[src/rtl/load_store_unit.sv]
// load_store_unit
//   Accepts one load/store at a time from the execute stage, issues a single
//   request on the data-memory channel, collects the load response, and
//   reports the result for one cycle on the writeback port.
//
//   Optional build macro: MISALIGNED_TRAP_EN
//     defined   : misaligned halfword/word accesses skip memory and report fault
//     undefined : misaligned accesses are force-aligned, fault stays 0
//
//   Ports
//     clk, reset_n            clock, synchronous active-low reset
//     ex_valid/ex_ready       request handshake from execute
//     ex_write/addr/wdata/trunc/rd   request payload (trunc: access size/sign)
//     mem_req/gnt/we/addr/be/wdata   data-memory request channel
//     mem_rvalid/rdata        data-memory load response
//     wb_valid/load/rd/data   one-cycle writeback result
//     fault, busy             misaligned trap flag, unit occupied
//
//   state | meaning
//   IDLE  | ready for a new request
//   REQ   | mem_req held until grant
//   WAIT  | load granted, waiting for rvalid
//   RESP  | wb_valid for one cycle
module load_store_unit (
  input  logic        clk,
  input  logic        reset_n,
  input  logic        ex_valid,
  output logic        ex_ready,
  input  logic        ex_write,
  input  logic [31:0] ex_addr,
  input  logic [31:0] ex_wdata,
  input  logic [2:0]  ex_trunc,
  input  logic [4:0]  ex_rd,
  output logic        mem_req,
  input  logic        mem_gnt,
  output logic        mem_we,
  output logic [31:0] mem_addr,
  output logic [3:0]  mem_be,
  output logic [31:0] mem_wdata,
  input  logic        mem_rvalid,
  input  logic [31:0] mem_rdata,
  output logic        wb_valid,
  output logic        wb_load,
  output logic [4:0]  wb_rd,
  output logic [31:0] wb_data,
  output logic        fault,
  output logic        busy
);

  typedef enum logic [1:0] {IDLE, REQ, WAIT, RESP} state_t;

  localparam logic [2:0] T_BYTE   = 3'd0;
  localparam logic [2:0] T_HALF   = 3'd1;
  localparam logic [2:0] T_WORD   = 3'd2;
  localparam logic [2:0] T_BYTE_U = 3'd3;
  localparam logic [2:0] T_HALF_U = 3'd4;

  state_t      state, state_nxt;
  logic        write_q, fault_q;
  logic [31:0] addr_q, wdata_q, data_q;
  logic [2:0]  trunc_q;
  logic [4:0]  rd_q;

  logic        accept, in_access, in_trap;
  logic [1:0]  lane;
  logic [31:0] shifted, load_ext, wdata_rep;
  logic [3:0]  be;

  assign accept    = (state == IDLE) && ex_valid;
  // NONE (and unused codes 6/7) complete without touching memory
  assign in_access = (ex_trunc <= T_HALF_U);

`ifdef MISALIGNED_TRAP_EN
  always_comb begin
    in_trap = 1'b0;
    case (ex_trunc)
      T_HALF, T_HALF_U: in_trap = ex_addr[0];
      T_WORD:           in_trap = |ex_addr[1:0];
      default:          in_trap = 1'b0;
    endcase
  end
`else
  assign in_trap = 1'b0;
`endif

  // Low address bits below the access size are dropped, which also force-aligns
  // misaligned accesses when they are not trapped.
  always_comb begin
    case (trunc_q)
      T_HALF, T_HALF_U: lane = {addr_q[1], 1'b0};
      T_WORD:           lane = 2'b00;
      default:          lane = addr_q[1:0];
    endcase
  end

  assign shifted = mem_rdata >> {lane, 3'b000};

  always_comb begin
    case (trunc_q)
      T_BYTE:   load_ext = {{24{shifted[7]}}, shifted[7:0]};
      T_HALF:   load_ext = {{16{shifted[15]}}, shifted[15:0]};
      T_BYTE_U: load_ext = {24'h0, shifted[7:0]};
      T_HALF_U: load_ext = {16'h0, shifted[15:0]};
      default:  load_ext = shifted;
    endcase
  end

  always_comb begin
    be        = 4'b0000;
    wdata_rep = wdata_q;
    case (trunc_q)
      T_BYTE, T_BYTE_U: begin
        be        = 4'b0001 << lane;
        wdata_rep = {4{wdata_q[7:0]}};
      end
      T_HALF, T_HALF_U: begin
        be        = 4'b0011 << lane;
        wdata_rep = {2{wdata_q[15:0]}};
      end
      T_WORD:  be = 4'b1111;
      default: be = 4'b0000;
    endcase
  end

  always_comb begin
    state_nxt = state;
    case (state)
      IDLE: if (ex_valid) state_nxt = (in_access && !in_trap) ? REQ : RESP;
      REQ:  if (mem_gnt) state_nxt = write_q ? RESP : WAIT;
      WAIT: if (mem_rvalid) state_nxt = RESP;
      RESP: state_nxt = IDLE;
      default: state_nxt = IDLE;
    endcase
  end

  always_ff @(posedge clk) begin
    if (!reset_n) begin
      state   <= IDLE;
      write_q <= 1'b0;
      addr_q  <= 32'h0;
      wdata_q <= 32'h0;
      trunc_q <= 3'd0;
      rd_q    <= 5'd0;
      data_q  <= 32'h0;
      fault_q <= 1'b0;
    end else begin
      state <= state_nxt;
      if (accept) begin
        write_q <= ex_write;
        addr_q  <= ex_addr;
        wdata_q <= ex_wdata;
        trunc_q <= ex_trunc;
        rd_q    <= ex_rd;
        data_q  <= 32'h0;
        fault_q <= in_access && in_trap;
      end else if (state == WAIT && mem_rvalid) begin
        data_q <= load_ext;
      end
    end
  end

  // Outputs are gated by state so that everything reads as zero outside the
  // phase where it is meaningful, including right after reset.
  always_comb begin
    ex_ready  = (state == IDLE);
    busy      = (state != IDLE);
    mem_req   = 1'b0;
    mem_we    = 1'b0;
    mem_addr  = 32'h0;
    mem_be    = 4'b0000;
    mem_wdata = 32'h0;
    wb_valid  = 1'b0;
    wb_load   = 1'b0;
    wb_rd     = 5'd0;
    wb_data   = 32'h0;
    fault     = 1'b0;
    if (state == REQ) begin
      mem_req   = 1'b1;
      mem_we    = write_q;
      mem_addr  = {addr_q[31:2], 2'b00};
      mem_be    = be;
      mem_wdata = wdata_rep;
    end
    if (state == RESP) begin
      wb_valid = 1'b1;
      wb_load  = !write_q;
      wb_rd    = rd_q;
      wb_data  = data_q;
      fault    = fault_q;
    end
  end

endmodule
[config.mk]
export PLATFORM = sky130hd
export DESIGN_NAME = load_store_unit
export DESIGN_NICKNAME = d
export VERILOG_FILES = /design/src/rtl/load_store_unit.sv
export SDC_FILE = /design/constraint.sdc
export NUM_CORES = 1
export LEC_CHECK = 0
export ABC_CLOCK_PERIOD_IN_PS = 2900
export BUFFER_PORTS_ARGS = -buffer_cell sky130_fd_sc_hd__buf_2
export CAP_MARGIN = 30
export CORE_UTILIZATION = 49
export CTS_BUF_LIST = sky130_fd_sc_hd__clkbuf_8 sky130_fd_sc_hd__clkbuf_16
export DETAILED_ROUTE_END_ITERATION = 8
export PLACE_DENSITY = 0.89
export SYNTH_ARGS = -nofsm -noshare
export SYNTH_HDL_FRONTEND = slang
export SYNTH_SLANG_ARGS = --single-unit
export TNS_END_PERCENT = 1
[constraint.sdc]
create_clock -name clk -period 2.9 [get_ports clk]
set_clock_uncertainty 0.05 [all_clocks]
set_input_delay 0.145 -clock clk [delete_from_list [all_inputs] [get_ports clk]]
set_output_delay 0.145 -clock clk [all_outputs]
set_load 0.05 [all_outputs]
==> summary.md, run 1 <==
| Metric | Value |
|---|---|
| Max Fclk | `405 MHz` |
| Slew HR | `44.3%` |
| RSZ-0062 raised after global routing | `no` |
| Critical R2R Capture | `data_q[11]` |
| Rows | `38` |
| Worst setup SP type | `register` |
| Worst slew pin tran | `823 ps` |
| Total grt overflow | `0` |
| Die Wd | `109 um` |
| Hold Crit Class | `input pin to register` |
| Clock network fraction of design power | `23.1%` |
| Crit-path slowest cell | `or3_1` |
| Non-filler cells, final | `1,144` |
| Starting Density | `50.8%` |
| HPWL after DPL | `11,500 um` |
| Power per cell area | `731 mW/mm2` |
| Fillers | `785` |
| Run status | `completed` |
| Starting DRT DRC Count | `504` |
| Reg2reg path depth | `7` |
| Post-route ant nets | `0` |
| Critical path's largest stage delay | `460 ps` |
| Most used DFF post-synth | `dfxtp_1` |
| RD Place Congestion | `0.907` |
| Final Hold Vio Count | `0` |
| Total core area | `0.0110 mm2` |
| Internal | `3.13 mW` |
| Post-synth EDFFs | `0` |
| Hold_buf cts | `68` |
| Crit-path max FO | `19` |
| Setup Total Neg Slack | `0 ps` |
| Num CTS Buffers | `9` |
| Synth Register Bits | `107` |
| CTS Sinks | `107` |
| Pin count of the biggest net entering global routing | `76` |
| R2r startpoint | `state[0]` |
| Sw Pwr | `2.51 mW` |
| DR DRC count | `0` |
| Reg2reg setup slack | `490 ps` |
| Critical path required time | `2710 ps` |
| Total track usage | `31.7%` |
| Clock buffer depth | `2` |
| Post-DR vias/cell | `5.56` |
| Worst setup EP type | `output pin` |
| Register area share after synthesis | `38.4%` |
| CTS tree | `done` |
| Reg power frac | `33.3%` |
| IO Pins | `222` |
| Vias in the first global route | `6,093` |
| Wire per inst | `16.4 um` |
| Worst EP arrival | `2270 ps` |
| Number of setup violations in the final report | `0` |
| Worst path depth | `7` |
| Cell area after synthesis | `0.00558 mm2` |
| Number of buffers and inverters on the critical path | `3` |
| Vias | `6,358` |
| First-pass GRT wire length | `29,100 um` |
| CTS H-tree lvls | `3` |
| Die Area | `0.0118 mm2` |
| Die Span Y | `109 um` |
| Post-Syn Instances | `747` |
| Max-slew violations | `0` |
| Max VDD drop | `600 uV` |
| Synth-to-layout area growth | `38.0%` |
| Initial DRT Pass Iterations | `5` |
| Crit. Startpoint | `trunc_q[1]` |
| CTS root buffer | `clkbuf_16` |
| Combinational power share | `43.6%` |
| LEAKAGE | `3.56 nW` |
| Worst Setup EP | `mem_wdata[27]` |
| Share of post-route cells with drive strength above 1 | `27.3%` |
| Setup Buffers After CTS | `0` |
| Placed insts | `1,058` |
| Critical path cell sequence | `buf_4, clkinv_1, or3_1, o21ai_0, a21oi_1, o21a_1, buf_2` |
| Yosys cell types | `50` |
| Insertion delay to the later sink of the worst-skew pair | `350 ps` |
| WL final | `18,700 um` |
| IO Port Bufs | `218` |
| Initial antenna violation count | `1` |
| Fin nets | `1,111` |
| Final Cycle Share | `85.1%` |
| Ys Warns | `0` |
| Kind of critical path | `register to output pin` |
| Syn avg cell area | `7.47 um2` |
| Async SR Flop Fraction | `0%` |
| Sw frac | `44.5%` |
| Clock transition at path regs | `80 ps` |
| Cts repair resizes | `0` |
| Delay-heaviest family, CP | `buffers and inverters` |
| Crit path time final | `2470 ps` |
| Max Cap Viol | `0` |
-- metal layers --
metal | global-route usage (%) | vias to the layer above | part of all wire [%]
met2 | 53.0 | 373 | 47
met1 | 37.7 | 2893 | 39
li1 | - | 3021 | -
met3 | 8.19 | 71 | 9.9
met4 | 15.4 | 0 | 4.1
met5 | 0 | - | 0
-- per-stage QoR --
step                utilization (%)  instance area [um2]  power [mW]  hold WS [ps]  worst slack, ps
floorplan                         -                 5590        3.65           231              200
CTS                            70.1                 7690        5.57          2.93              475
detailed placement             61.0                 6700        4.22           340              560
finish                         70.1                 7700        5.63          12.9              432
global route                   70.1                 7700        5.91          11.7              210
global placement               61.0                 6700        4.18           335              625
-- final cells by class --
| class | instances | area (um2) | share of cell area [%] |
|---|---|---|---|
| clock inverter | 7 | 85.1 | 1.10 |
| clock buffer | 9 | 225 | 2.92 |
| timing repair buffer | 299 | 1880 | 24.4 |
| inverter | 10 | 37.5 | 0.487 |
| antenna | 2 | 5.00 | 0.0650 |
| tap | 140 | 175 | 2.27 |
| multi-input combinational | 570 | 3150 | 40.9 |
| sequential | 107 | 2140 | 27.8 |
-- worst register-to-register path, cell delays in order, from the launching register on --
cell and delay (ps):
dfxtp_1 370, inv_1 100, ha_1 300, and2_2 230
nor2_2 540, nand2_1 160, a21oi_1 410, or3_1 190
-- layout by cell type, fill, tap and decap left out, drive strengths merged, types with 9 or more instances in the layout --
master | Yosys | routed
nand3 | 9 | 9
inv | 9 | 12
dfxtp | 107 | 107
clkbuf | 50 | 9
o21a | 13 | 13
a21oi | 131 | 131
nand2 | 196 | 196
dlygate4sd3 | 0 | 68
o21ai | 25 | 25
nor2 | 19 | 19
and2 | 78 | 78
mux2 | 9 | 9
buf | 12 | 231
-- flip-flops by register name (all words and copies together) (netlist names) --
register  count
rd_q          5
state         2
addr_q       32
wdata_q      32
write_q       1
data_q       32
trunc_q       3
-- worst min-delay path by stage --
| stage | startpoint | end | cells past startpoint |
|---|---|---|---|
| after global placement | ex_addr[24] | addr_q[24] | 3 |
| after detailed placement | ex_addr[24] | addr_q[24] | 3 |
| after floorplan | ex_addr[10] | addr_q[10] | 2 |
| after CTS | ex_trunc[2] | trunc_q[2] | 3 |
| final | ex_addr[20] | addr_q[20] | 3 |
| after global routing | ex_trunc[2] | trunc_q[2] | 3 |
-- power groups by stage --
stage          combinational, mW  sequential, mW  clock [mW]
4_1_cts                     2.41            1.86        1.30
3_3_place_gp                2.30            1.89           0
5_1_grt                     2.65            1.90        1.36
2_1_floorplan               1.82            1.83           0
6_report                    2.46            1.87        1.30
3_5_place_dp                2.33            1.89           0
-- Yosys cell counts (6+ instances only) --
cell,instances,area [um2]
o21a_1,13,97.6
mux2_2,9,101
dfxtp_1,107,2140
and2_1,78,488
clkbuf_1,49,184
a32o_1,7,70.1
nand2_1,196,736
mux4_2,7,158
a21boi_0,8,60.1
nor2b_1,6,37.5
o22ai_1,6,37.5
inv_1,9,33.8
nor3_1,6,30.0
a21oi_1,130,651
or3_1,8,50.1
nor2_1,19,71.3
nand3_1,9,45.0
o21ai_0,25,125
-- cells by family (layout without fill, tap and decap cells) --
family	after synthesis	count (layout)	synth area share (%)
compound gates	212	212	22.3
xor+xnor	1	1	0.292
fa+ha+maj	4	4	0.897
buf+inv	72	325	5.54
flops	107	107	38.4
mux	20	20	5.36
other cells	1	5	0.0672
simple gates	330	330	27.1
(Power assumes the default switching activity.)
==> run 2: changes to the inputs <==
- ABC_AREA: unset -> 1
- CORE_UTILIZATION: 49 -> 40
- PLACE_DENSITY: 0.89 -> 0.75
==> run 2 against run 1 <==
Against the previous run:
- critical path depth rose by 1
- clock-buffer cell count rose by 1
- combinational power rose by 22%
- non-clock buffer count fell by 34
- critical endpoint is now mem_wdata[8]
- cell count rose by 20%
- sequential share of layout area barely moved
- hold slack got worse by 6.9 ps
- wire length fell by 4.1%
- design area fell by 0.11%
- sequential power rose by 9.6%
- largest cell class unchanged
==> summary.md, run 2 <==
| Metric | Value |
|---|---|
| Run status | `completed (unchanged)` |
| Initial antenna violation count | `0 (was 1)` |
| Total core area | `0.0141 mm2 (was 0.0110 mm2)` |
| Synth Register Bits | `107 (unchanged)` |
| Worst setup SP type | `register (unchanged)` |
| Yosys cell types | `26 (was 50)` |
| Combinational power share | `48.1% (was 43.6%)` |
| Die Wd | `123 um (was 109 um)` |
| Total track usage | `23.7% (was 31.7%)` |
| Most used DFF post-synth | `dfxtp_1 (unchanged)` |
| Reg power frac | `32.8% (was 33.3%)` |
| Post-Syn Instances | `969 (was 747)` |
| Crit path time final | `2530 ps (was 2470 ps)` |
| Post-synth EDFFs | `0 (unchanged)` |
| Max Cap Viol | `0 (unchanged)` |
| HPWL after DPL | `12,300 um (was 11,500 um)` |
| Power per cell area | `811 mW/mm2 (was 731 mW/mm2)` |
| Ys Warns | `0 (unchanged)` |
| Count leader, synth | `inv_1 (was nand2_1)` |
| Leading area contributor after synthesis | `dfxtp_1 (unchanged)` |
| Slew HR | `43.1% (was 44.3%)` |
| Insertion delay to the later sink of the worst-skew pair | `360 ps (was 350 ps)` |
| Die Area | `0.0152 mm2 (was 0.0118 mm2)` |
| Vias in the first global route | `5,912 (was 6,093)` |
| Register area share after synthesis | `36.4% (was 38.4%)` |
| Hold Crit Class | `input pin to register (unchanged)` |
| LEAKAGE | `4.54 nW (was 3.56 nW)` |
| Leading cell type in the layout, fill and taps excluded | `buf_2 (unchanged)` |
| CTS tree | `done (unchanged)` |
| IO Port Bufs | `218 (unchanged)` |
| HP Start | `ex_trunc[2] (was ex_addr[20])` |
| Die Span Y | `123 um (was 109 um)` |
| CTS H-tree lvls | `3 (unchanged)` |
| Starting Density | `41.7% (was 50.8%)` |
| R2r startpoint | `trunc_q[0] (was state[0])` |
| Hold_buf cts | `37 (was 68)` |
| Wire per inst | `13.1 um (was 16.4 um)` |
| Number of setup violations in the final report | `0 (unchanged)` |
| Cell area after synthesis | `0.00588 mm2 (was 0.00558 mm2)` |
| Post-synth top area share | `36.4% (was 38.4%)` |
| Util after Layout | `54.6% (was 70.1%)` |
| Initial DRT Pass Iterations | `5 (unchanged)` |
| Synth-to-layout area growth | `30.7% (was 38.0%)` |
| Final Hold Vio Count | `0 (unchanged)` |
| Max-slew violations | `0 (unchanged)` |
| Crit-path max FO | `22 (was 19)` |
| Sw frac | `47.8% (was 44.5%)` |
| Fin nets | `1,300 (was 1,111)` |
| Num CTS Buffers | `9 (unchanged)` |
| Post-route ant nets | `0 (unchanged)` |
| Setup Buffers After CTS | `0 (unchanged)` |
| CTS root buffer | `clkbuf_16 (unchanged)` |
| Share of post-route cells with drive strength above 1 | `22.6% (was 27.3%)` |
| Vias | `6,641 (was 6,358)` |
| Max VDD drop | `537 uV (was 600 uV)` |
| Kind of critical path | `register to output pin (unchanged)` |
| Crit. Startpoint | `trunc_q[0] (was trunc_q[1])` |
| Critical path required time | `2710 ps (about the same)` |
| Rows | `43 (was 38)` |
| RD Place Congestion | `0.896 (was 0.907)` |
| Largest regs | `addr_q x32, data_q x32, wdata_q x32 (unchanged)` |
| Pin count of the biggest net entering global routing | `100 (was 76)` |
| Final Cycle Share | `87.4% (was 85.1%)` |
| RSZ-0062 raised after global routing | `no (unchanged)` |
| IO Pins | `222 (unchanged)` |
| DR DRC count | `0 (unchanged)` |
| Post-DR vias/cell | `4.85 (was 5.56)` |
| Worst EP arrival | `2340 ps (was 2270 ps)` |
| Sw Pwr | `2.98 mW (was 2.51 mW)` |
| Top area cells in the synthesized netlist | `dfxtp_1 36%, inv_1 11%, nand2_1 11% (was dfxtp_1 38%, nand2_1 13%, a21oi_1 12%)` |
| Synth cell count leaders | `179 x inv_1, 175 x nand2_1, 164 x nor2_1 (was 196 x nand2_1, 130 x a21oi_1, 107 x dfxtp_1)` |
| Worst setup EP type | `output pin (unchanged)` |
| First-pass GRT wire length | `28,100 um (was 29,100 um)` |
| Setup Total Neg Slack | `0 ps (unchanged)` |
| Clock transition at path regs | `70 ps (was 80 ps)` |
| Async SR Flop Fraction | `0% (unchanged)` |
| Final Power | `6.24 mW (was 5.63 mW)` |
| WL final | `18,000 um (was 18,700 um)` |
| Clock network fraction of design power | `19.1% (was 23.1%)` |
| Clock buffer depth | `2 (unchanged)` |
| CTS Sinks | `107 (unchanged)` |
| Worst slew pin tran | `854 ps (was 823 ps)` |
| Max Fclk | `395 MHz (was 405 MHz)` |
| Total grt overflow | `0 (unchanged)` |
| Starting DRT DRC Count | `463 (was 504)` |
| Internal | `3.26 mW (was 3.13 mW)` |
| Cts repair resizes | `0 (unchanged)` |
| Ant diodes | `0 (was 2)` |
| Commonest cells after routing, fill and taps aside | `218 x buf_2, 180 x inv_1, 174 x nand2_1, 164 x nor2_1, 110 x o21ai_0 (was 218 x buf_2, 195 x nand2_1, 129 x a21oi_1, 107 x dfxtp_1, 77 x and2_1)` |
| Syn avg cell area | `6.07 um2 (was 7.47 um2)` |
==> run 2: cell count changes after synthesis, moves of 9 or more <==
cell      previous run  this run
inv_1                9       179
nor2_1              19       164
o21ai_0             25       110
and2_1              78         0
a21oi_1            130        55
nand3_1              9        71
nand2_1            196       175
o21a_1              13         0
clkbuf_1            49        40
mux2_2               9         0
==> run 2: metrics by stage <==
| stage | hold slack [ps] | instance area (um2) | setup WS [ps] | cells |
|---|---|---|---|---|
| 2_1_floorplan | 227 | 5890 | 199 | 971 |
| 5_1_grt | 7.42 | 7690 | 141 | 1370 |
| 3_5_place_dp | 351 | 7040 | 762 | 1318 |
| 6_report | 6.02 | 7690 | 366 | 1370 |
| 4_1_cts | 0.00189 | 7690 | 369 | 1370 |
| 3_3_place_gp | 343 | 7020 | 809 | 1317 |
==> run 2: path summary, 6_finish.rpt <==
path | end | slack (ps) | cells after the start
worst min register to register | wdata_q[19] | 410 | 2
worst max-delay path | mem_wdata[8] | 370 | 8
worst max register to register | data_q[26] | 730 | 9
worst min-delay path | trunc_q[2] | 6 | 3
==> run 2: critical path, cell delays in order, from the launching register on <==
cell and delay, ps:
dfxtp_1 430, nor2_1 90, inv_1 80, o21ai_2 100, inv_1 380, buf_4 320, o21ai_0 140, a21oi_1 160
buf_2 280
==> run 2: area by class of cell <==
type,instances,area [um2]
flip-flops and latches,107,2140
clock inverters,5,38.8
inverters,188,706
fillers,1395,6400
repair buffers,265,1570
multi-input cells,615,2770
clock buffers,10,239
well taps,180,225
==> run 2: kinds of logic (layout without fill, tap and decap cells) <==
| group | Yosys count | after routing | synth area share (%) |
|---|---|---|---|
| fa+ha+maj | 4 | 4 | 0.851 |
| other cells | 1 | 3 | 0.0637 |
| compound gates | 176 | 176 | 15.4 |
| buf+inv | 249 | 468 | 16.7 |
| simple gates | 432 | 432 | 30.5 |
| flops | 107 | 107 | 36.4 |
==> run 2: power groups by stage <==
stage	logic, mW	clock network, mW	registers, mW
floorplan	2.34	0	2.01
global placement	2.90	0	2.06
detailed placement	2.94	0	2.07
CTS	2.99	1.21	2.04
global route	3.33	1.27	2.09
finish	3.00	1.19	2.05
==> run 2: layer usage <==
metal / vias up / global-route usage, % / routed length [um]
met1: 2943 / 28.2 / 7510
li1: 3369 / - / -
met4: 0 / 10.1 / 521
met2: 286 / 39.0 / 8320
met3: 43 / 7.47 / 1620
met5: - / 0 / 0
